## config.mk

```make
export PLATFORM = sky130hd
export DESIGN_NAME = coin_conditioner_flat
export DESIGN_NICKNAME = d
export VERILOG_FILES = /design/src/rtl/coin_conditioner_if.sv /design/src/rtl/coin_conditioner.sv /design/src/flat_wrapper.sv
export SDC_FILE = /design/constraint.sdc
export NUM_CORES = 1
export LEC_CHECK = 0
export CAP_MARGIN = 20
export CORE_ASPECT_RATIO = 1.2
export CORE_MARGIN = 8
export CORE_UTILIZATION = 39
export DETAILED_ROUTE_END_ITERATION = 16
export PLACE_DENSITY = 0.53
export REMOVE_ABC_BUFFERS = 1
export SLEW_MARGIN = 10
export SYNTH_ARGS = -nofsm -noshare
export SYNTH_HDL_FRONTEND = slang
export SYNTH_SLANG_ARGS = --single-unit
```

## constraint.sdc

```tcl
create_clock -name clk -period 3.29 [get_ports clk]
set_input_delay 0.658 -clock clk [delete_from_list [all_inputs] [get_ports clk]]
set_output_delay 0.658 -clock clk [all_outputs]
set_load 0.01 [all_outputs]
```

## src/rtl/coin_conditioner_if.sv

```systemverilog
// Coin-conditioner bus: raw coin sensors and vending-FSM state in, clean coin pulses out.
// Optional build macro COIN_STATS_EN adds the coins_total counter output.
interface coin_conditioner_if;
    localparam int unsigned STATE_W = 4;
    localparam int unsigned TOTAL_W = 8;

    logic               coin50_raw;
    logic               coin100_raw;
    logic               coin200_raw;
    logic [STATE_W-1:0] fsm_state;
    logic               r50;
    logic               r100;
    logic               r200;
    logic               reject;
    logic               busy;
`ifdef COIN_STATS_EN
    logic [TOTAL_W-1:0] coins_total;

    modport master (
        output coin50_raw, coin100_raw, coin200_raw, fsm_state,
        input  r50, r100, r200, reject, busy, coins_total
    );

    modport slave (
        input  coin50_raw, coin100_raw, coin200_raw, fsm_state,
        output r50, r100, r200, reject, busy, coins_total
    );
`else
    modport master (
        output coin50_raw, coin100_raw, coin200_raw, fsm_state,
        input  r50, r100, r200, reject, busy
    );

    modport slave (
        input  coin50_raw, coin100_raw, coin200_raw, fsm_state,
        output r50, r100, r200, reject, busy
    );
`endif
endinterface

```

## src/rtl/coin_conditioner.sv

```systemverilog
// Coin conditioner: synchronise, debounce and edge-detect three raw coin sensors,
// queue coins in saturating pending counters and release them one at a time
// (with a one-cycle gap) while the vending FSM is in a coin-accepting state.
// Optional build macro COIN_STATS_EN adds the coins_total emitted-coin counter.
module coin_conditioner #(
    parameter int unsigned DEBOUNCE_CYCLES = 4,
    parameter int unsigned PEND_MAX        = 3
) (
    input  logic                clk,
    input  logic                rst,
    coin_conditioner_if.slave   bus
);
    localparam int unsigned N_COIN  = 3;
    localparam int unsigned DEB_W   = 8;
    localparam int unsigned PEND_W  = 3;
    localparam int unsigned STATE_W = 4;
`ifdef COIN_STATS_EN
    localparam int unsigned TOTAL_W = 8;
`endif
    localparam logic [STATE_W-1:0] LAST_ACCEPT_STATE = STATE_W'(4);

    typedef enum logic {
        ARB_OPEN,
        ARB_GAP
    } arb_state_t;

    arb_state_t             state;
    arb_state_t             state_d;

    logic [N_COIN-1:0]      raw;
    logic [N_COIN-1:0]      sync1;
    logic [N_COIN-1:0]      sync2;
    logic [N_COIN-1:0]      deb_level;
    logic [N_COIN-1:0]      deb_level_d;
    logic [DEB_W-1:0]       deb_cnt   [N_COIN];
    logic [DEB_W-1:0]       deb_cnt_d [N_COIN];
    logic [N_COIN-1:0]      coin_event;
    logic [PEND_W-1:0]      pend      [N_COIN];
    logic [PEND_W-1:0]      pend_d    [N_COIN];
    logic [N_COIN-1:0]      pend_nz;
    logic [N_COIN-1:0]      accept;
    logic [N_COIN-1:0]      rej;
    logic [N_COIN-1:0]      grant;
    logic                   busy_d;

    // Index 0/1/2 = 50/100/200, which is also the emit priority order.
    assign raw = {bus.coin200_raw, bus.coin100_raw, bus.coin50_raw};

    // Two-flop synchroniser for the asynchronous sensor inputs.
    always_ff @(posedge clk) begin
        if (!rst) begin
            sync1 <= '0;
            sync2 <= '0;
        end else begin
            sync1 <= raw;
            sync2 <= sync1;
        end
    end

    // Debounce: a new level is taken after DEBOUNCE_CYCLES consecutive differing samples.
    always_comb begin
        deb_level_d = deb_level;
        coin_event  = '0;
        for (int i = 0; i < N_COIN; i++) begin
            deb_cnt_d[i] = '0;
            if (sync2[i] != deb_level[i]) begin
                if (deb_cnt[i] == DEB_W'(DEBOUNCE_CYCLES - 1)) begin
                    deb_level_d[i] = sync2[i];
                    coin_event[i]  = sync2[i];
                end else begin
                    deb_cnt_d[i] = deb_cnt[i] + DEB_W'(1);
                end
            end
        end
    end

    // Arbiter state register: OPEN may emit, GAP blocks the edge after an emit.
    always_ff @(posedge clk) begin
        if (!rst) begin
            state <= ARB_OPEN;
        end else begin
            state <= state_d;
        end
    end

    // Arbiter next state and fixed-priority grant.
    always_comb begin
        state_d = ARB_OPEN;
        grant   = '0;
        for (int i = 0; i < N_COIN; i++) begin
            pend_nz[i] = (pend[i] != '0);
        end
        if ((state == ARB_OPEN) && (bus.fsm_state <= LAST_ACCEPT_STATE)) begin
            if (pend_nz[0]) begin
                grant = 3'b001;
            end else if (pend_nz[1]) begin
                grant = 3'b010;
            end else if (pend_nz[2]) begin
                grant = 3'b100;
            end
        end
        if ((state == ARB_OPEN) && (grant != '0)) begin
            state_d = ARB_GAP;
        end
    end

    // Pending counters: saturate against the pre-edge value, net out same-edge event and emit.
    always_comb begin
        busy_d = 1'b0;
        for (int i = 0; i < N_COIN; i++) begin
            accept[i] = coin_event[i] && (pend[i] != PEND_W'(PEND_MAX));
            rej[i]    = coin_event[i] && (pend[i] == PEND_W'(PEND_MAX));
            pend_d[i] = pend[i] + PEND_W'(accept[i]) - PEND_W'(grant[i]);
            busy_d    = busy_d | (pend_d[i] != '0);
        end
    end

    // Debounce/pending state and registered outputs.
    always_ff @(posedge clk) begin
        if (!rst) begin
            deb_level  <= '1;
            for (int i = 0; i < N_COIN; i++) begin
                deb_cnt[i] <= '0;
                pend[i]    <= '0;
            end
            bus.r50    <= 1'b0;
            bus.r100   <= 1'b0;
            bus.r200   <= 1'b0;
            bus.reject <= 1'b0;
            bus.busy   <= 1'b0;
        end else begin
            deb_level  <= deb_level_d;
            for (int i = 0; i < N_COIN; i++) begin
                deb_cnt[i] <= deb_cnt_d[i];
                pend[i]    <= pend_d[i];
            end
            bus.r50    <= grant[0];
            bus.r100   <= grant[1];
            bus.r200   <= grant[2];
            bus.reject <= |rej;
            bus.busy   <= busy_d;
        end
    end

`ifdef COIN_STATS_EN
    // Count every emitted coin pulse, wrapping at 8 bits.
    always_ff @(posedge clk) begin
        if (!rst) begin
            bus.coins_total <= '0;
        end else if (grant != '0) begin
            bus.coins_total <= bus.coins_total + TOTAL_W'(1);
        end
    end
`endif
endmodule
```

## src/flat_wrapper.sv

```systemverilog
// flat-port wrapper written by rule: the top's interface ports become plain ports
module coin_conditioner_flat 
#(
    parameter int unsigned DEBOUNCE_CYCLES = 4,
    parameter int unsigned PEND_MAX        = 3
)
  (clk, rst, bus_coin50_raw, bus_coin100_raw, bus_coin200_raw, bus_fsm_state, bus_r50, bus_r100, bus_r200, bus_reject, bus_busy);
  coin_conditioner_if bus_i ();
  input  logic clk;
  input  logic rst;
  input wire logic [$bits(bus_i.coin50_raw)-1:0] bus_coin50_raw;
  input wire logic [$bits(bus_i.coin100_raw)-1:0] bus_coin100_raw;
  input wire logic [$bits(bus_i.coin200_raw)-1:0] bus_coin200_raw;
  input wire logic [$bits(bus_i.fsm_state)-1:0] bus_fsm_state;
  output wire logic [$bits(bus_i.r50)-1:0] bus_r50;
  output wire logic [$bits(bus_i.r100)-1:0] bus_r100;
  output wire logic [$bits(bus_i.r200)-1:0] bus_r200;
  output wire logic [$bits(bus_i.reject)-1:0] bus_reject;
  output wire logic [$bits(bus_i.busy)-1:0] bus_busy;
  assign bus_i.coin50_raw = bus_coin50_raw;
  assign bus_i.coin100_raw = bus_coin100_raw;
  assign bus_i.coin200_raw = bus_coin200_raw;
  assign bus_i.fsm_state = bus_fsm_state;
  assign bus_r50 = bus_i.r50;
  assign bus_r100 = bus_i.r100;
  assign bus_r200 = bus_i.r200;
  assign bus_reject = bus_i.reject;
  assign bus_busy = bus_i.busy;
  coin_conditioner #(.DEBOUNCE_CYCLES(DEBOUNCE_CYCLES), .PEND_MAX(PEND_MAX)) u_core (.clk(clk), .rst(rst), .bus(bus_i));
endmodule
```

Word level (Yosys, flattened, before mapping). Memory sizes are Yosys's and may differ from the RTL's. Cells that the tools add are included.

Bitwise gates (word level): 9. Eq/ne operators: 12. Reduce and logical (&&, ||, !) cells: 19. Magnitude comparators: 1. $add $sub $neg: 9. Multiplexer cells: 25.

Operators by type and width (count): two-way mux 8 bit (9); adder 8 x 1 -> 8 bit (second input constant) (3); equality test 8 x 2 -> 1 bit (second input constant) (3); two-way mux 3 bit (7); nonzero test 3 bit (7); adder 3 x 1 -> 3 bit (3); equality test 3 x 2 -> 1 bit (second input constant) (3); two-way mux 1 bit (9); != test 3 x 2 -> 1 bit (second input constant) (3); subtractor 3 x 1 -> 3 bit (3); logical AND 1 bit (8); bitwise OR 1 bit (8); AND reduction 2 bit (3); less-or-equal comparator 4 x 3 -> 1 bit (second input constant) (1); != test 1 bit (3); OR reduction 3 bit (1); inverter 1 bit (1).

Input bits: 9. Memories: 2. Output and inout bits: 5. Bits in registers: 15. Bits in writable memories: 33.

Memory list: u_core.deb_cnt (depth 3, width 8, read ports 3, clocked after Yosys merged registers in 0, write ports 3, RTL line coin_conditioner.sv:35) `logic [DEB_W-1:0] deb_cnt [N_COIN];`; u_core.pend (depth 3, width 3, read ports 3, clocked after Yosys merged registers in 0, write ports 3, RTL line coin_conditioner.sv:38) `logic [PEND_W-1:0] pend [N_COIN];`.

Longest topological paths before layout.
Depth after elaboration: 9. Depth in mapped cells: 11.

Worst setup path before layout. OpenSTA, ideal clock, no wires.

Kind: input to register. Start point: input bus_fsm_state[0]. End point: register u_core.bus.busy. Path buffers: 0. Data arrival time: 2.675 ns. Stages: 11. Data required time: 3.165 ns. Library setup time: 0.125 ns. Setup slack: 0.490 ns. Cell sequence: o21ai_0 nand2_1 nor3_1 ha_1 inv_1 ha_1 inv_1 fa_1 xnor2_1 xnor2_1 o41a_1.

Elaborated cells between the ends (all ways): 11.

RTL lines: start: declaration (RTL line flat_wrapper.sv:14) `input wire logic [$bits(bus_i.fsm_state)-1:0] bus_fsm_state;`; less-or-equal comparator 4 x 3 -> 1 bit (RTL line coin_conditioner.sv:93) `if ((state == ARB_OPEN) && (bus.fsm_state <= LAST_ACCEPT_STATE)) begin`; logical AND 1 bit (RTL line coin_conditioner.sv:93); two-way mux 3 bit (RTL line coin_conditioner.sv:93); named net u_core.grant[2] (RTL line coin_conditioner.sv:43) `logic [N_COIN-1:0] grant;`; subtractor 3 x 1 -> 3 bit (RTL line coin_conditioner.sv:113) `pend_d[i] = pend[i] + PEND_W'(accept[i]) - PEND_W'(grant[i]);`; nonzero test 3 bit (RTL line coin_conditioner.sv:114) `busy_d = busy_d | (pend_d[i] != '0);`; bitwise OR 1 bit (RTL line coin_conditioner.sv:114); end signal: assignment (RTL line coin_conditioner.sv:141) `bus.busy <= busy_d;`; end: declaration (RTL line coin_conditioner_if.sv:36) `output r50, r100, r200, reject, busy`.

The timed path passes the listed nets, and every way through them passes these cells. A chain may end at the register's enable or synchronous reset.

Final worst setup path. Ends and elaborated chain as after synthesis.

==> impl_metrics.toml <==
[sta]
fin_worst_skew_ns = 0.00567
timing.final.ws_setup_ns = 0.274
holdWs_ns = 0.438
hold_viol = 0
setup_viol = 0
drv_slew = 0
clock.fmax_mhz = 332
fin_crit_sh = 0.917
worst_slew_pin_slew_ns = 0.636
slew-limit-headroom = 0.573
period_needed_ns = 3.02
grt_setup_unrepaired = "no"

[place]
placed_area_um2 = 2350
io_buffer_count = 13
dp_hpwl_mm = 2.82
pre_cts_ws_ns = -0.0593
gp_congestion = 0.698

[floorplanning]
die_y_um = 97.4
ioPinCount = 14
start_util = 0.406
rows = 29
core_um2 = 5300
dieArea_um2 = 8160
dieWidth_um = 83.8

[power]
pwr-share-clk = 0.247
power_density_nw_per_um2 = 607
intPower_mw = 1.03
p_switching_uw = 455
peakVddDrop_v = 0.000259
switching_share = 0.307
power_frac_seq = 0.475
total_leakage_power_nw = 0.907
power_frac_comb = 0.278

[layout]
nets = 269
drive_gt1_frac = 0.0643
antenna_cells = 0
area_delta_synth_final_pct = 13.6
fillers = 523
fin_util = 0.461
final_area_um2 = 2440

[route]
ant_nets = 0
vias = 1572
via_per_inst = 5.05
firstDrtPassIters = 4
wirelength_mm = 3.79
drc_errors = 0
drt_iter0_drc = 43
wl_per_cell_um = 12.2

[outcome]
outcome = "finished clean"

[synthesis]
synth_flop_cell = "dfxtp_1"
yosysTopAreaCellShare = 0.447
synth_area_leader_cell = "dfxtp_1"
synth_cell_types = 40
netlist_top_cells_area = "dfxtp_1 45%, ha_1 5.2%, nand3_1 4.4%"
syn_area_um2 = 2150
synthTopCellsByCount = "48 x dfxtp_1, 19 x nand3_1, 18 x nor2_1"
syn_area_per_cell_um2 = 9.31
synth_edf_count = 0
syn_inst = 231
synth-seq-cells = 48
ys_seq_area_frac = 0.447
synth_warnings = 0
synth.most_common_cell = "dfxtp_1"
synthArstFlopShare = 0

[global_routing]
grt_pass1_wl_mm = 6.66
antenna_found_initial = 0
grt_util_all_layers = 0.0969
grt_pass1_vias = 1497
grt_max_degree = 21
grt_overflow = 0

[clock_tree]
cts_setup_buffers = 0
path_clk_slew_ns = 0.09
cts_resized = 0
cts_root_buf = "clkbuf_8"
tritoncts = "built"
cts_num_sinks = 48
cts_max_path_buffers = 2
numCtsBuffers = 5
clock_latency_ns = 0.29
ctsHtreeMaxLevel = 2
cts_hold_buf = 0

[critical_path]
slowest_delay_ns = 0.41
endpoint_kind = "flop"
arrival_ns = 3.20
reg2reg_slack_ns = 0.52
crit_required_ns = 3.48
r2r_cells = 9
start_kind = "primary input"
cp-endpoint = "u_core.bus.busy$_SDFF_PN0_"
path_max_fanout = 4
startpoint = "bus_fsm_state[0]"
reg2reg_from = "u_core.deb_cnt[0][8]$_SDFF_PP0_"
criticalPathCategory = "primary input to flop"
path_cells = "clkdlybuf4s50_1 -> o21ai_0 -> nand2_1 -> nor3_1 -> ha_1 -> inv_1 -> ha_1 -> inv_1 -> fa_1 -> xnor2_1 -> xnor2_1 -> o41a_1"
worstReg2RegEnd = "u_core.bus.busy$_SDFF_PN0_"
critPathSlowestCell = "o41a_1"

[min_path]
hold_path.class = "flop to flop"

[job]
cap_viol_max_count = 0
-- state kept, by name, summed over array words and instances (netlist names) --
signal and cells:
u_core.deb_cnt 24, u_core.pend 9, u_core.deb_level 3, u_core.sync1 3, u_core.sync2 3, u_core.bus.busy 1, u_core.bus.r100 1, u_core.bus.r200 1
u_core.bus.r50 1, u_core.bus.reject 1, u_core.state 1
-- power groups by stage --
stage / logic, mW / clock network (mW) / registers, mW
detailed placement: 0.416 / 0 / 0.719
global route: 0.482 / 0.398 / 0.714
global placement: 0.417 / 0 / 0.720
floorplan: 0.312 / 0 / 0.711
CTS: 0.420 / 0.384 / 0.706
finish: 0.412 / 0.365 / 0.704
-- routing by layer --
layer  wire length (um)  global-route usage  up-vias
met2               1750               0.155       14
met3                107              0.0285        6
met4                 60              0.0399        0
met5                  0                   0        -
met1               1870               0.118      719
li1                   -                   -      833
-- cells in the final DEF, fill, tap and decap left out, types with 2 or more instances in the layout --
cell type and instances:
a211oi_1 2, a21oi_1 6, a31oi_1 2, and2_1 15
and3b_1 4, buf_4 2, clkbuf_8 6, clkdlybuf4s50_1 13
dfxtp_1 48, fa_1 3, ha_1 9, inv_1 17
nand2_1 6, nand3_1 19, nand4_1 5, nor2_1 18
nor2b_1 4, nor3_1 9, nor3b_1 3, nor4_1 4
o21ai_0 11, or3_1 9, xnor2_1 8, xor2_1 9
-- critical path, delay by kind of cell --
family          cells  cell delay [ns]
compound gates      2             0.63
fa+ha+maj           3             0.79
buf+inv             3             0.50
simple gates        2             0.35
xor+xnor            2             0.29
-- metrics by stage --
stage                     cells  setup TNS, ns  power (mW)
final                       311              0        1.48
after detailed placement    303        -0.0593        1.13
after global routing        311              0        1.59
after floorplan             226              0        1.02
after global placement      303       -0.00371        1.14
after CTS                   311              0        1.51
-- cells by family after synthesis --
logic type | share of synthesized area
adder cells (fa/ha/maj) | 0.0803
AO/OA/AOI/OAI | 0.0884
buffers and inverters | 0.0413
flip-flops | 0.447
AND/OR/NAND/NOR | 0.274
XOR/XNOR | 0.0692
-- layout make-up --
type | count | area, um^2 | area share
clock buffers | 7 | 86.3 | 0.0353
inverters | 17 | 63.8 | 0.0261
well taps | 62 | 77.6 | 0.0318
multi-input cells | 161 | 1100 | 0.451
repair buffers | 15 | 145 | 0.0594
clock inverters | 1 | 7.51 | 0.00307
flip-flops and latches | 48 | 961 | 0.393
-- worst min path at each step --
stage,startpoint,to,slack (ns),cells after the start
2_1_floorplan,u_core.sync1[0]$_SDFF_PN0_,u_core.sync2[0]$_SDFF_PN0_,0.41,1
3_3_place_gp,u_core.sync1[2]$_SDFF_PN0_,u_core.sync2[2]$_SDFF_PN0_,0.41,1
3_5_place_dp,u_core.sync1[2]$_SDFF_PN0_,u_core.sync2[2]$_SDFF_PN0_,0.42,1
4_1_cts,u_core.sync1[2]$_SDFF_PN0_,u_core.sync2[2]$_SDFF_PN0_,0.44,1
5_1_grt,u_core.sync1[1]$_SDFF_PN0_,u_core.sync2[1]$_SDFF_PN0_,0.46,1
6_report,u_core.sync1[2]$_SDFF_PN0_,u_core.sync2[2]$_SDFF_PN0_,0.44,1
No activity file was read; power rests on OpenSTA's default activity.
